File: src/rtl/inverter_nbit_pipe.sv
// Registered WIDTH-bit conditional inverter (pass / invert / negate / alternating-invert)
// with a one-stage valid/ready output register. Optional INVERTER_NEG_SAT_EN saturates -MIN.
module inverter_nbit_pipe #(
    parameter int WIDTH = 8
) (
    input  logic             clk,
    input  logic             rst,
    input  logic             in_valid,
    output logic             in_ready,
    input  logic [WIDTH-1:0] in_data,
    input  logic [1:0]       in_mode,
    output logic             out_valid,
    input  logic             out_ready,
    output logic [WIDTH-1:0] out_data,
    output logic             out_ovf
);

    typedef enum logic [1:0] {
        MODE_PASS   = 2'b00,
        MODE_INVERT = 2'b01,
        MODE_NEGATE = 2'b10,
        MODE_TOGGLE = 2'b11
    } mode_t;

    localparam logic [WIDTH-1:0] MOST_NEG = {1'b1, {(WIDTH-1){1'b0}}};
    localparam logic [WIDTH-1:0] MOST_POS = {1'b0, {(WIDTH-1){1'b1}}};

    mode_t            mode;
    logic             phase;
    logic             accept;
    logic [WIDTH-1:0] y;
    logic             ovf;

    assign mode     = mode_t'(in_mode);
    assign in_ready = !out_valid || out_ready;
    assign accept   = in_valid && in_ready && !rst;

    always_comb begin
        y   = in_data;
        ovf = 1'b0;
        case (mode)
            MODE_PASS:   y = in_data;
            MODE_INVERT: y = ~in_data;
            MODE_NEGATE: begin
`ifdef INVERTER_NEG_SAT_EN
                if (in_data == MOST_NEG) begin
                    y   = MOST_POS;
                    ovf = 1'b1;
                end else begin
                    y = ~in_data + WIDTH'(1);
                end
`else
                y = ~in_data + WIDTH'(1);
`endif
            end
            MODE_TOGGLE: y = in_data ^ {WIDTH{phase}};
            default:     y = in_data;
        endcase
    end

    // Drain without accept keeps out_data; only out_valid drops.
    always_ff @(posedge clk) begin
        if (rst) begin
            out_valid <= 1'b0;
            out_data  <= '0;
            out_ovf   <= 1'b0;
            phase     <= 1'b0;
        end else if (accept) begin
            out_valid <= 1'b1;
            out_data  <= y;
            out_ovf   <= ovf;
            phase     <= (mode == MODE_TOGGLE) ? ~phase : 1'b0;
        end else if (out_ready) begin
            out_valid <= 1'b0;
        end
    end

endmodule

File: config.mk
export PLATFORM = sky130hd
export DESIGN_NAME = inverter_nbit_pipe
export DESIGN_NICKNAME = d
export VERILOG_FILES = /design/src/rtl/inverter_nbit_pipe.sv
export SDC_FILE = /design/constraint.sdc
export NUM_CORES = 1
export LEC_CHECK = 0
export BUFFER_PORTS_ARGS = -buffer_cell sky130_fd_sc_hd__buf_2
export CORE_MARGIN = 2
export CORE_UTILIZATION = 50
export CTS_CLUSTER_DIAMETER = 40
export DETAILED_ROUTE_END_ITERATION = 16
export HOLD_SLACK_MARGIN = 0.06
export MAX_ROUTING_LAYER = met4
export PLACE_DENSITY = 0.87
export SETUP_SLACK_MARGIN = 0.2
export SLEW_MARGIN = 20
export SYNTH_ARGS = -nofsm -noshare
export SYNTH_HDL_FRONTEND = slang
export SYNTH_SLANG_ARGS = --single-unit
File: constraint.sdc
create_clock -name clk -period 3.5 [get_ports clk]
set_input_delay 0.525 -clock clk [delete_from_list [all_inputs] [get_ports clk]]
set_output_delay 0.525 -clock clk [all_outputs]
set_load 0.03 [all_outputs]
## Word-level counts from Yosys, hierarchy flattened

Index checks and enable logic that the tools add are counted.
W data, S select, Z words.

- Reduce and logical (&&, ||, !) cells: 7
- Multiplexer cells: 4
- Eq/ne operators: 3
- Bitwise logic cells: 3
- Add/subtract/negate cells: 1

Operators by type and width:

| operator | count |
|---|---|
| $pmux W8 S4 | 1 |
| $add A8 B1 Y8 const B | 1 |
| $not A8 Y8 | 1 |
| $xor A8 B8 Y8 | 1 |
| $eq A2 B2 Y1 const B | 2 |
| $mux W1 | 3 |
| $eq A2 B1 Y1 const B | 1 |
| $logic_and A1 B1 Y1 | 2 |
| $logic_not A1 Y1 | 2 |
| $logic_not A2 Y1 | 1 |
| $reduce_bool A2 Y1 | 1 |
| $logic_or A1 B1 Y1 | 1 |
| $not A1 Y1 | 1 |

- Register bits: 10
- Input bits: 14
- Logic and storage cells: 21

## Longest topological paths before layout

Gate-level depths: netlist of the first run.

- Word-level depth: 5
- Depth in mapped cells: 6

## Least setup slack after synthesis of the first run

Ideal clock, no wire load.

- Kind: in2reg
- From: input out_ready
- To: register out_data[6]
- Slack: 1.734 ns
- Data arrival time: 1.704 ns
- Required time: 3.438 ns
- Stages: 5
- Path through: nand2b_1 -> nand2_1 -> clkbuf_1 -> or4_1 -> nand3_1

- Longest elaborated chain between the ends: 3

RTL lines:

| what | RTL line | source |
|---|---|---|
| start, declared | 13 | `input logic out_ready,` |
| $logic_or A1 B1 Y1 | 35 | `assign in_ready = !out_valid \|\| out_ready;` |
| $logic_and A1 B1 Y1 (2 in a row) | 36 | `assign accept = in_valid && in_ready && !rst;` |
| end signal, assigned | 70 | `out_data <= y;` |
| end, declared | 14 | `output logic [WIDTH-1:0] out_data,` |

Every way passes these cells.
A chain may end at the register's enable or synchronous reset.

## Final worst setup path of the first run

- From: input in_data[1]
- To: register out_data[4]

- Longest elaborated chain between the ends: 3

RTL lines:

| what | RTL line | source |
|---|---|---|
| start, declared | 10 | `input logic [WIDTH-1:0] in_data,` |
| $not A8 Y8 | 53 | `y = ~in_data + WIDTH'(1);` |
| $add A8 B1 Y8 | 53 |  |
| $pmux W8 S4 | 41 | `case (mode)` |

Every way passes these cells.

==> results of run 1 <==
[placed cells by master (no fill, tap or decap), types with 2 or more instances in the layout]
cell,n
buf_2,23
nand4b_1,2
nor3_1,2
a211oi_1,3
nand3_1,4
xor2_1,2
a21oi_1,3
nor2_1,5
mux2i_1,2
or4_1,3
xnor2_1,2
dfxtp_1,10
nand2_1,3
a22oi_1,2
clkbuf_4,3
inv_1,3
nand3b_1,6
[per-stage QoR]
stage	worst slack, ns	hold slack [ns]	total power, mW	instances
finish	1.930	0.4772	0.3211	111
global route	1.839	0.5195	0.3383	111
CTS	1.939	0.4772	0.3241	111
detailed placement	1.644	0.4672	0.2168	107
global placement	1.684	0.4580	0.2140	107
floorplan	1.734	0.4448	0.1912	75
[metal layers]
metal  up-vias  share of wire (%)  track usage [%]
li1        318                  -                -
met1       271                 45            24.50
met2        19                 49            30.24
met3         4                3.9            3.333
met4         0                2.4            15.52
met5         -                  0                -
[power by group through the flow]
stage               combinational, mW  clock (mW)  sequential, mW
floorplan                      0.0438           0           0.147
global placement               0.0845           0           0.129
detailed placement             0.0868           0           0.130
CTS                            0.0869       0.110           0.127
global route                   0.0941       0.116           0.128
finish                         0.0868       0.107           0.127
[flip-flops by register name, summed over array words and instances (netlist names)]
| signal | count |
|---|---|
| out_valid | 1 |
| out_data | 8 |
| phase | 1 |
[final cells by class]
cell class / count / share of cell area [%]
clock buffers: 4 / 4.574
inverters: 3 / 1.420
multi-input cells: 57 / 52.05
flip-flops and latches: 10 / 25.24
well taps: 14 / 2.208
repair buffers: 23 / 14.51
[worst max-delay path by stage]
stage / to / slack (ns) / depth (start not counted)
floorplan: out_data[6] / 1.73 / 5
global placement: out_data[4] / 1.68 / 7
detailed placement: out_data[4] / 1.64 / 7
CTS: out_data[4] / 1.94 / 7
global route: out_data[4] / 1.84 / 7
finish: out_data[4] / 1.93 / 7
[cell families (layout without fill, tap and decap cells)]
logic type / count (synthesis) / after routing / synth area share (%)
muxes: 2 / 2 / 3.083
adders and majority gates: 1 / 1 / 1.926
xor gates and xnor gates: 4 / 4 / 5.396
and+or+nand+nor: 36 / 36 / 36.23
AOI/OAI and AO/OA: 13 / 13 / 16.37
buffers and inverters: 8 / 30 / 5.588
other: 1 / 1 / 0.5775
DFF: 10 / 10 / 30.83
[worst min-delay path, delay by kind of cell (launching register included)]
family / cells / cell delay (ns)
flip-flops: 1 / 0.32
AND/OR/NAND/NOR: 1 / 0.06
AO/OA/AOI/OAI: 1 / 0.05
==> results.json, run 1 <==
{
  "status": "finished, final reports clean",
  "timing.final.max_slew_violations": 0,
  "reg2reg_to": "out_data[3]",
  "clk-insertion-delay-late_ns": 0.27,
  "rr_worst_depth": 4,
  "finalInstanceArea_um2": 793.3,
  "min_to": "phase",
  "clkPwrFrac_pct": 33.4,
  "synth_edf_count": 0,
  "synth_common_cells": "dfxtp_1, nand3b_1, nor2_1",
  "p_sw_share_pct": 31.95,
  "critPathCaptureType": "flop",
  "startpoint": "in_data[1]",
  "crit_slowest_cell": "or3b_1",
  "path_clk_slew_ns": 0.07,
  "required_ns": 3.66,
  "power.leakage_nw": 0.3573,
  "num_io_pins": 25,
  "rsz0062_at_grt": "no",
  "antenna_found_initial": 0,
  "fin_util_pct": 68.61,
  "path_cells": "buf_2 -> inv_1 -> ha_1 -> or3b_1 -> a22oi_1 -> mux2i_1 -> nor3_1",
  "die_area_mm2": 0.001603,
  "tns_ns": 0,
  "fin_nets": 113,
  "switching_power_mw": 0.1026,
  "cts.sinks": 10,
  "ir_drop_mv": 0.1900,
  "avgRoutedWirePerCell_um": 12.77,
  "dr.pass1.iters": 4,
  "path_delay_family": "simple AND/OR/NAND/NOR gates",
  "worstPathArrival_ns": 1.73,
  "drive_gt1_share_pct": 35.05,
  "crit_path_max_incr_delay_ns": 0.34,
  "hold_path.class": "flop to flop",
  "initial_core_util_pct": 56.17,
  "hpwl_mm": 1.087,
  "yosys-top-cells-area": "dfxtp_1, nand3b_1, a211oi_1",
  "place.gp.congestion": 0.8472,
  "seqCellArea_um2": 200.2,
  "vias_per_cell": 5.514,
  "core_mm2": 0.001156,
  "netlist_instances": 75,
  "clock.fmax_ghz": 0.6369,
  "die_width_um": 40.04,
  "placed_cell_area_um2": 757.0,
  "skew_ns": 0.006579,
  "vias": 612,
  "seqPwrFrac_pct": 39.6,
  "grt_pass1_vias": 495,
  "overflow": 0,
  "cts_tree": "built",
  "cts-htree-levels": 1,
  "hp-start": "phase",
  "area_growth_pct": 22.16,
  "fin_crit_sh_pct": 44.86,
  "maxCapViolations": 0,
  "yosys_warnings": 0,
  "p_per_area_mw_per_mm2": 404.8,
  "synth_nets": 90,
  "hold-path-cell-count": 2,
  "rr_startpoint": "out_valid",
  "die_h_um": 40.04,
  "grt_use_total_pct": 20.43,
  "grt_pass1_wl_mm": 2.021,
  "path_class": "input port to flop",
  "synth-async-reset-ratio_pct": 0,
  "crit_fanout": 4,
  "drtAntennaViolNets": 0,
  "antennaDiodeCount": 0,
  "power_frac_comb_pct": 27.0,
  "yosysSeqAreaShare_pct": 30.83,
  "reg2reg_setup_slack_ns": 2.09,
  "avgSynthCellArea_um2": 8.658,
  "min_period_ns": 1.570,
  "yosys.cell_count.top_type": "dfxtp_1",
  "hold_viol": 0,
  "finalSetupViolCount": 0,
  "multi_input_area_um2": 412.9,
  "drc": 0,
  "cts_resized": 0,
  "netlist_area_um2": 649.4,
  "cts_buffer_depth": 2,
  "grt_max_degree": 18,
  "cp_num_buf_inv": 2,
  "root_buffer": "clkbuf_4",
  "rows": 12,
  "postCtsSetupRepairBufs": 0,
  "cts-buffers-inserted": 3,
  "portBuffers": 23,
  "nFillCells": 99,
  "critPathLaunchType": "input port",
  "synth_top_area_share_pct": 30.83,
  "holdBufCountCts": 0,
  "finalWirelength_mm": 1.417,
  "yosysUniqueCellTypes": 36,
  "ys_seq_elements": 10,
  "drt_iter0_markers": 17,
  "yosysTopAreaCell": "dfxtp_1",
  "ys.flop_type": "dfxtp_1",
  "p_int_mw": 0.2185
}
(Power assumes the default switching activity.)
==> inputs of run 2 (changes only) <==
--- a/config.mk
+++ b/config.mk
@@ -5,14 +5,15 @@
 export SDC_FILE = /design/constraint.sdc
 export NUM_CORES = 1
 export LEC_CHECK = 0
+export ABC_AREA = 1
 export BUFFER_PORTS_ARGS = -buffer_cell sky130_fd_sc_hd__buf_2
 export CORE_MARGIN = 2
-export CORE_UTILIZATION = 50
+export CORE_UTILIZATION = 47
 export CTS_CLUSTER_DIAMETER = 40
 export DETAILED_ROUTE_END_ITERATION = 16
 export HOLD_SLACK_MARGIN = 0.06
 export MAX_ROUTING_LAYER = met4
-export PLACE_DENSITY = 0.87
+export PLACE_DENSITY = 0.82
 export SETUP_SLACK_MARGIN = 0.2
 export SLEW_MARGIN = 20
 export SYNTH_ARGS = -nofsm -noshare
==> constraint.sdc (replaced) <==
create_clock -name clk -period 1.45 [get_ports clk]
set_input_delay 0.2175 -clock clk [delete_from_list [all_inputs] [get_ports clk]]
set_output_delay 0.2175 -clock clk [all_outputs]
set_load 0.03 [all_outputs]
==> results.json, run 2 <==
{
  "status": "finished, final reports clean",
  "rr_worst_depth": 10,
  "reg2reg_to": "out_data[5]",
  "antenna_found_initial": 0,
  "finalInstanceArea_um2": 873.3,
  "required_ns": 1.61,
  "cts-htree-levels": 1,
  "power_frac_comb_pct": 32.3,
  "die_h_um": 42.51,
  "final_cell_mix": "buf_2, inv_1, nand2_1",
  "ir_drop_mv": 0.3065,
  "critPathCaptureType": "flop",
  "largest_register_ffs": 8,
  "clock.fmax_ghz": 0.8632,
  "avgSynthCellArea_um2": 6.575,
  "antennaDiodeCount": 0,
  "seqPwrFrac_pct": 42.5,
  "rows": 13,
  "dp_slack_ns": 0.2128,
  "min_to": "out_data[7]",
  "hold-path-cell-count": 2,
  "p_sw_share_pct": 34.25,
  "power.leakage_nw": 0.4758,
  "placed_cell_area_um2": 813.3,
  "fin_ws_ns": 0.2915,
  "yosys_warnings": 0,
  "rr_startpoint": "phase",
  "grt_max_degree": 16,
  "crit_fanout": 7,
  "place_inst": 142,
  "largestRegisters": "out_data (8), out_valid (1), phase (1)",
  "num_io_pins": 25,
  "skew_ns": 0.004454,
  "p_int_mw": 0.4720,
  "p_per_area_mw_per_mm2": 821.9,
  "hp-start": "rst",
  "fin_nets": 151,
  "avgRoutedWirePerCell_um": 10.49,
  "final_common_cell": "buf_2",
  "dr.pass1.iters": 4,
  "ys_seq_elements": 10,
  "layout.cells.non_filler": 149,
  "critPathLaunchType": "flop",
  "path_clk_slew_ns": 0.06,
  "vias_per_cell": 5.094,
  "root_buffer": "clkbuf_4",
  "cts.sinks": 10,
  "timing.final.max_slew_violations": 0,
  "p_total_mw": 0.7178,
  "drive_gt1_share_pct": 35.82,
  "place.gp.congestion": 0.8738,
  "grt_pass1_wl_mm": 2.484,
  "hold_path.class": "input port to flop",
  "overflow": 0,
  "largest_register": "out_data",
  "die_width_um": 42.51,
  "vias": 759,
  "synth_top_area_share_pct": 28.73,
  "tns_ns": 0,
  "synth_edf_count": 0,
  "grt_pass1_vias": 618,
  "portBuffers": 23,
  "yosysSeqAreaShare_pct": 28.73,
  "worstPathArrival_ns": 1.32,
  "hpwl_mm": 1.213,
  "die_area_mm2": 0.001807,
  "clk-insertion-delay-late_ns": 0.26,
  "drt_iter0_markers": 17,
  "finalWirelength_mm": 1.563,
  "holdBufCountCts": 0,
  "finalSetupViolCount": 0,
  "fin_util_pct": 64.69,
  "reg2reg_setup_slack_ns": 0.29,
  "path_class": "flop to flop",
  "maxCapViolations": 0,
  "fin_crit_sh_pct": 79.90,
  "initial_core_util_pct": 51.62,
  "cts_buffer_depth": 2,
  "yosysTopAreaCell": "dfxtp_1",
  "rsz0062_at_grt": "yes",
  "hold_viol": 0,
  "min_period_ns": 1.158,
  "core_mm2": 0.001350,
  "ys.flop_type": "dfxtp_1",
  "switching_power_mw": 0.2458,
  "synth_common_cells": "inv_1, nand2_1, nand3_1",
  "synth-async-reset-ratio_pct": 0,
  "drtAntennaViolNets": 0,
  "netlist_instances": 106,
  "netlist_area_um2": 696.9,
  "drc": 0,
  "area_growth_pct": 25.31,
  "grt_use_total_pct": 18.26,
  "hold_ws_ns": 0.1878,
  "cts_tree": "built",
  "cts-buffers-inserted": 3,
  "synth_nets": 121,
  "yosysUniqueCellTypes": 24,
  "clkPwrFrac_pct": 25.1,
  "yosys-top-cells-area": "dfxtp_1, inv_1, nand2_1"
}
## run 2: final cells by class
cell class | count | area, µm²
Tap cell | 15 | 18.77
Clock buffer | 3 | 22.52
Timing Repair Buffer | 27 | 145.1
Inverter | 19 | 71.32
Multi-Input combinational cell | 75 | 414.1
Fill cell | 133 | 476.7
Sequential cell | 10 | 201.4
## run 2: worst max path at each step
stage / start / end / slack, ns / depth (start not counted)
6_report: phase / out_data[5] / 0.29 / 10
4_1_cts: phase / out_data[5] / 0.24 / 10
5_1_grt: phase / out_data[5] / 0.16 / 10
3_5_place_dp: in_data[0] / out_data[4] / 0.21 / 10
2_1_floorplan: out_valid / out_data[1] / 0.24 / 6
3_3_place_gp: in_mode[0] / out_data[5] / 0.25 / 9
## run 2: power by group through the flow
stage,Combinational [mW],Clock [mW],Sequential [mW]
floorplan,0.117,0,0.349
global placement,0.214,0,0.310
detailed placement,0.218,0,0.311
CTS,0.219,0.188,0.305
global route,0.255,0.200,0.307
finish,0.232,0.181,0.305
## run 2: cell families after synthesis
kind of cell	share of synthesized area (%)
xor gates and xnor gates	1.257
and+or+nand+nor	37.34
buffers and inverters	12.93
AOI/OAI and AO/OA	17.41
adders and majority gates	1.795
DFF	28.73
other	0.5381
## run 2: worst max-delay path, cell delays in order, from the launching register on
cell and delay, ns:
dfxtp_1 0.30, inv_1 0.08, nand2_2 0.09, nand2_4 0.12, nand2_4 0.09, nand2_4 0.08, nand2_1 0.05, nand2_1 0.06
nand3_1 0.08, nand2_1 0.08, inv_1 0.03
## run 2: what timing repair did
item | 4_1_cts | 5_1_grt
setup buffers | 0 | 4
endpoints found under the setup margin | 0 | 5
endpoints found under the hold margin | 0 | 0
resized for setup | 0 | 2
## run 2: per-layer routing
metal | vias to the layer above | share of wire (%) | global-route usage [%]
li1 | 399 | - | -
met1 | 325 | 48 | 23.96
met2 | 31 | 46 | 27.38
met3 | 4 | 5.2 | 1.293
met4 | 0 | 1.5 | 10.63
met5 | - | 0 | -
==> inputs of run 3 (changes only) <==
==> constraint.sdc (replaced) <==
create_clock -name clk -period 1.1 [get_ports clk]
set_input_delay 0.165 -clock clk [delete_from_list [all_inputs] [get_ports clk]]
set_output_delay 0.165 -clock clk [all_outputs]
set_load 0.03 [all_outputs]
==> results.json, run 3 (synthesis gave the netlist of run 2 again) <==
{
  "min_period_ns": 1.152,
  "drt_iter0_markers": 26,
  "overflow": 0,
  "required_ns": 1.29,
  "p_per_area_mw_per_mm2": 974.7,
  "grt_use_total_pct": 23.80,
  "largest_register": "out_data",
  "timing.final.max_slew_violations": 0,
  "rows": 13,
  "initial_core_util_pct": 51.62,
  "ir_drop_mv": 0.5374,
  "fin_ws_ns": -0.05244,
  "grt_pass1_vias": 783,
  "holdBufCountCts": 0,
  "vias_per_cell": 5.406,
  "num_io_pins": 25,
  "finalWirelength_mm": 2.288,
  "rsz0062_at_grt": "yes",
  "skew_ns": 0.001048,
  "cts_buffer_depth": 2,
  "hold_viol": 0,
  "power_frac_comb_pct": 39.7,
  "seqPwrFrac_pct": 36.9,
  "root_buffer": "clkbuf_4",
  "worstPathArrival_ns": 1.34,
  "antenna_found_initial": 0,
  "grt_pass1_wl_mm": 3.236,
  "path_class": "flop to flop",
  "finalSetupViolCount": 7,
  "die_area_mm2": 0.001807,
  "grt_max_degree": 9,
  "drive_gt1_share_pct": 56.67,
  "p_sw_share_pct": 35.46,
  "die_h_um": 42.51,
  "final_common_cell": "buf_4",
  "clkPwrFrac_pct": 23.3,
  "hold_ws_ns": 0.1268,
  "crit_fanout": 8,
  "die_width_um": 42.51,
  "violations": "setup timing",
  "final_cell_mix": "buf_4, inv_1, nand2_1, buf_2, buf_6",
  "status": "finished, violations left",
  "dr.pass1.iters": 4,
  "portBuffers": 23,
  "clk-insertion-delay-late_ns": 0.26,
  "drtAntennaViolNets": 0,
  "critPathLaunchType": "flop",
  "core_mm2": 0.001350,
  "dp_slack_ns": -0.1048,
  "cts.sinks": 10,
  "cts-buffers-inserted": 3,
  "power.leakage_nw": 0.5802,
  "nFillCells": 76,
  "fin_nets": 166,
  "hold_path.class": "input port to flop",
  "area_growth_pct": 66.07,
  "critPathCaptureType": "flop",
  "place.gp.congestion": 0.8722,
  "drc": 0,
  "antennaDiodeCount": 0,
  "largest_register_ffs": 8,
  "path_clk_slew_ns": 0.07,
  "cts-htree-levels": 1,
  "p_int_mw": 0.7281,
  "avgRoutedWirePerCell_um": 13.87,
  "fin_crit_sh_pct": 104.8,
  "clock.fmax_ghz": 0.8677,
  "cts_tree": "built",
  "switching_power_mw": 0.4000,
  "maxCapViolations": 0,
  "hpwl_mm": 1.332,
  "vias": 892,
  "largestRegisters": "out_data (8), out_valid (1), phase (1)"
}
-- run 3: cell count changes in the layout (fill, tap and decap cells not counted), sizes merged --
| cell | before | now |
|---|---|---|
| buf | 27 | 42 |
| clkbuf | 3 | 4 |
-- run 3: what timing repair did --
action                     4_1_cts  5_1_grt
gates resized for setup         34       16
pin swaps                        7       10
hold endpoints to repair         0        0
buffers inserted                 4        7
setup endpoints to repair       18       17
-- run 3: worst paths after layout --
check,cells after the start,startpoint,slack (ns),to
setup / recovery,6,out_valid,-0.05,out_data[1]
hold / removal,2,rst,0.13,out_data[7]
setup reg to reg,6,out_valid,-0.05,out_data[1]
hold reg to reg,2,out_valid,0.52,out_valid
-- run 3: routing by layer --
metal,up-vias,part of all wire [%],GRT usage [%]
met5,-,0,-
met4,0,1.5,8.750
met3,8,6.2,2.155
met2,46,52,43.69
met1,415,40,26.30
li1,423,-,-
-- run 3: metrics by stage --
stage	setup TNS [ns]	util (%)	instance area, µm²	instances	power [mW]
6_report	-0.1547	85.73	1157	165	1.128
5_1_grt	-0.6478	85.73	1157	165	1.173
4_1_cts	0	77.39	1045	158	1.048
3_5_place_dp	-0.2658	66.27	894.6	150	0.7290
3_3_place_gp	-0.1517	66.27	894.6	150	0.7205
2_1_floorplan	0	-	719.4	106	0.6215
-- run 3: critical path, stage by stage, from the launching register on --
cell	delay, ns
dfxtp_4	0.37
nand2_8	0.06
nand2_4	0.05
nor2_4	0.20
buf_6	0.16
o21ai_0	0.10
nor2_1	0.14
-- run 3: cell type report --
type | instances | area, µm² | share of cell area, %
Clock buffer | 4 | 26.28 | 2.270
Inverter | 19 | 71.32 | 6.162
Multi-Input combinational cell | 75 | 499.2 | 43.14
Sequential cell | 10 | 214.0 | 18.49
Tap cell | 15 | 18.77 | 1.622
Timing Repair Buffer | 42 | 327.8 | 28.32
-- run 3: power by group through the flow --
stage,clock network (mW),logic [mW],registers [mW]
6_report,0.263,0.448,0.417
3_3_place_gp,0,0.309,0.411
2_1_floorplan,0,0.160,0.461
5_1_grt,0.274,0.481,0.419
3_5_place_dp,0,0.317,0.412
4_1_cts,0.260,0.373,0.414
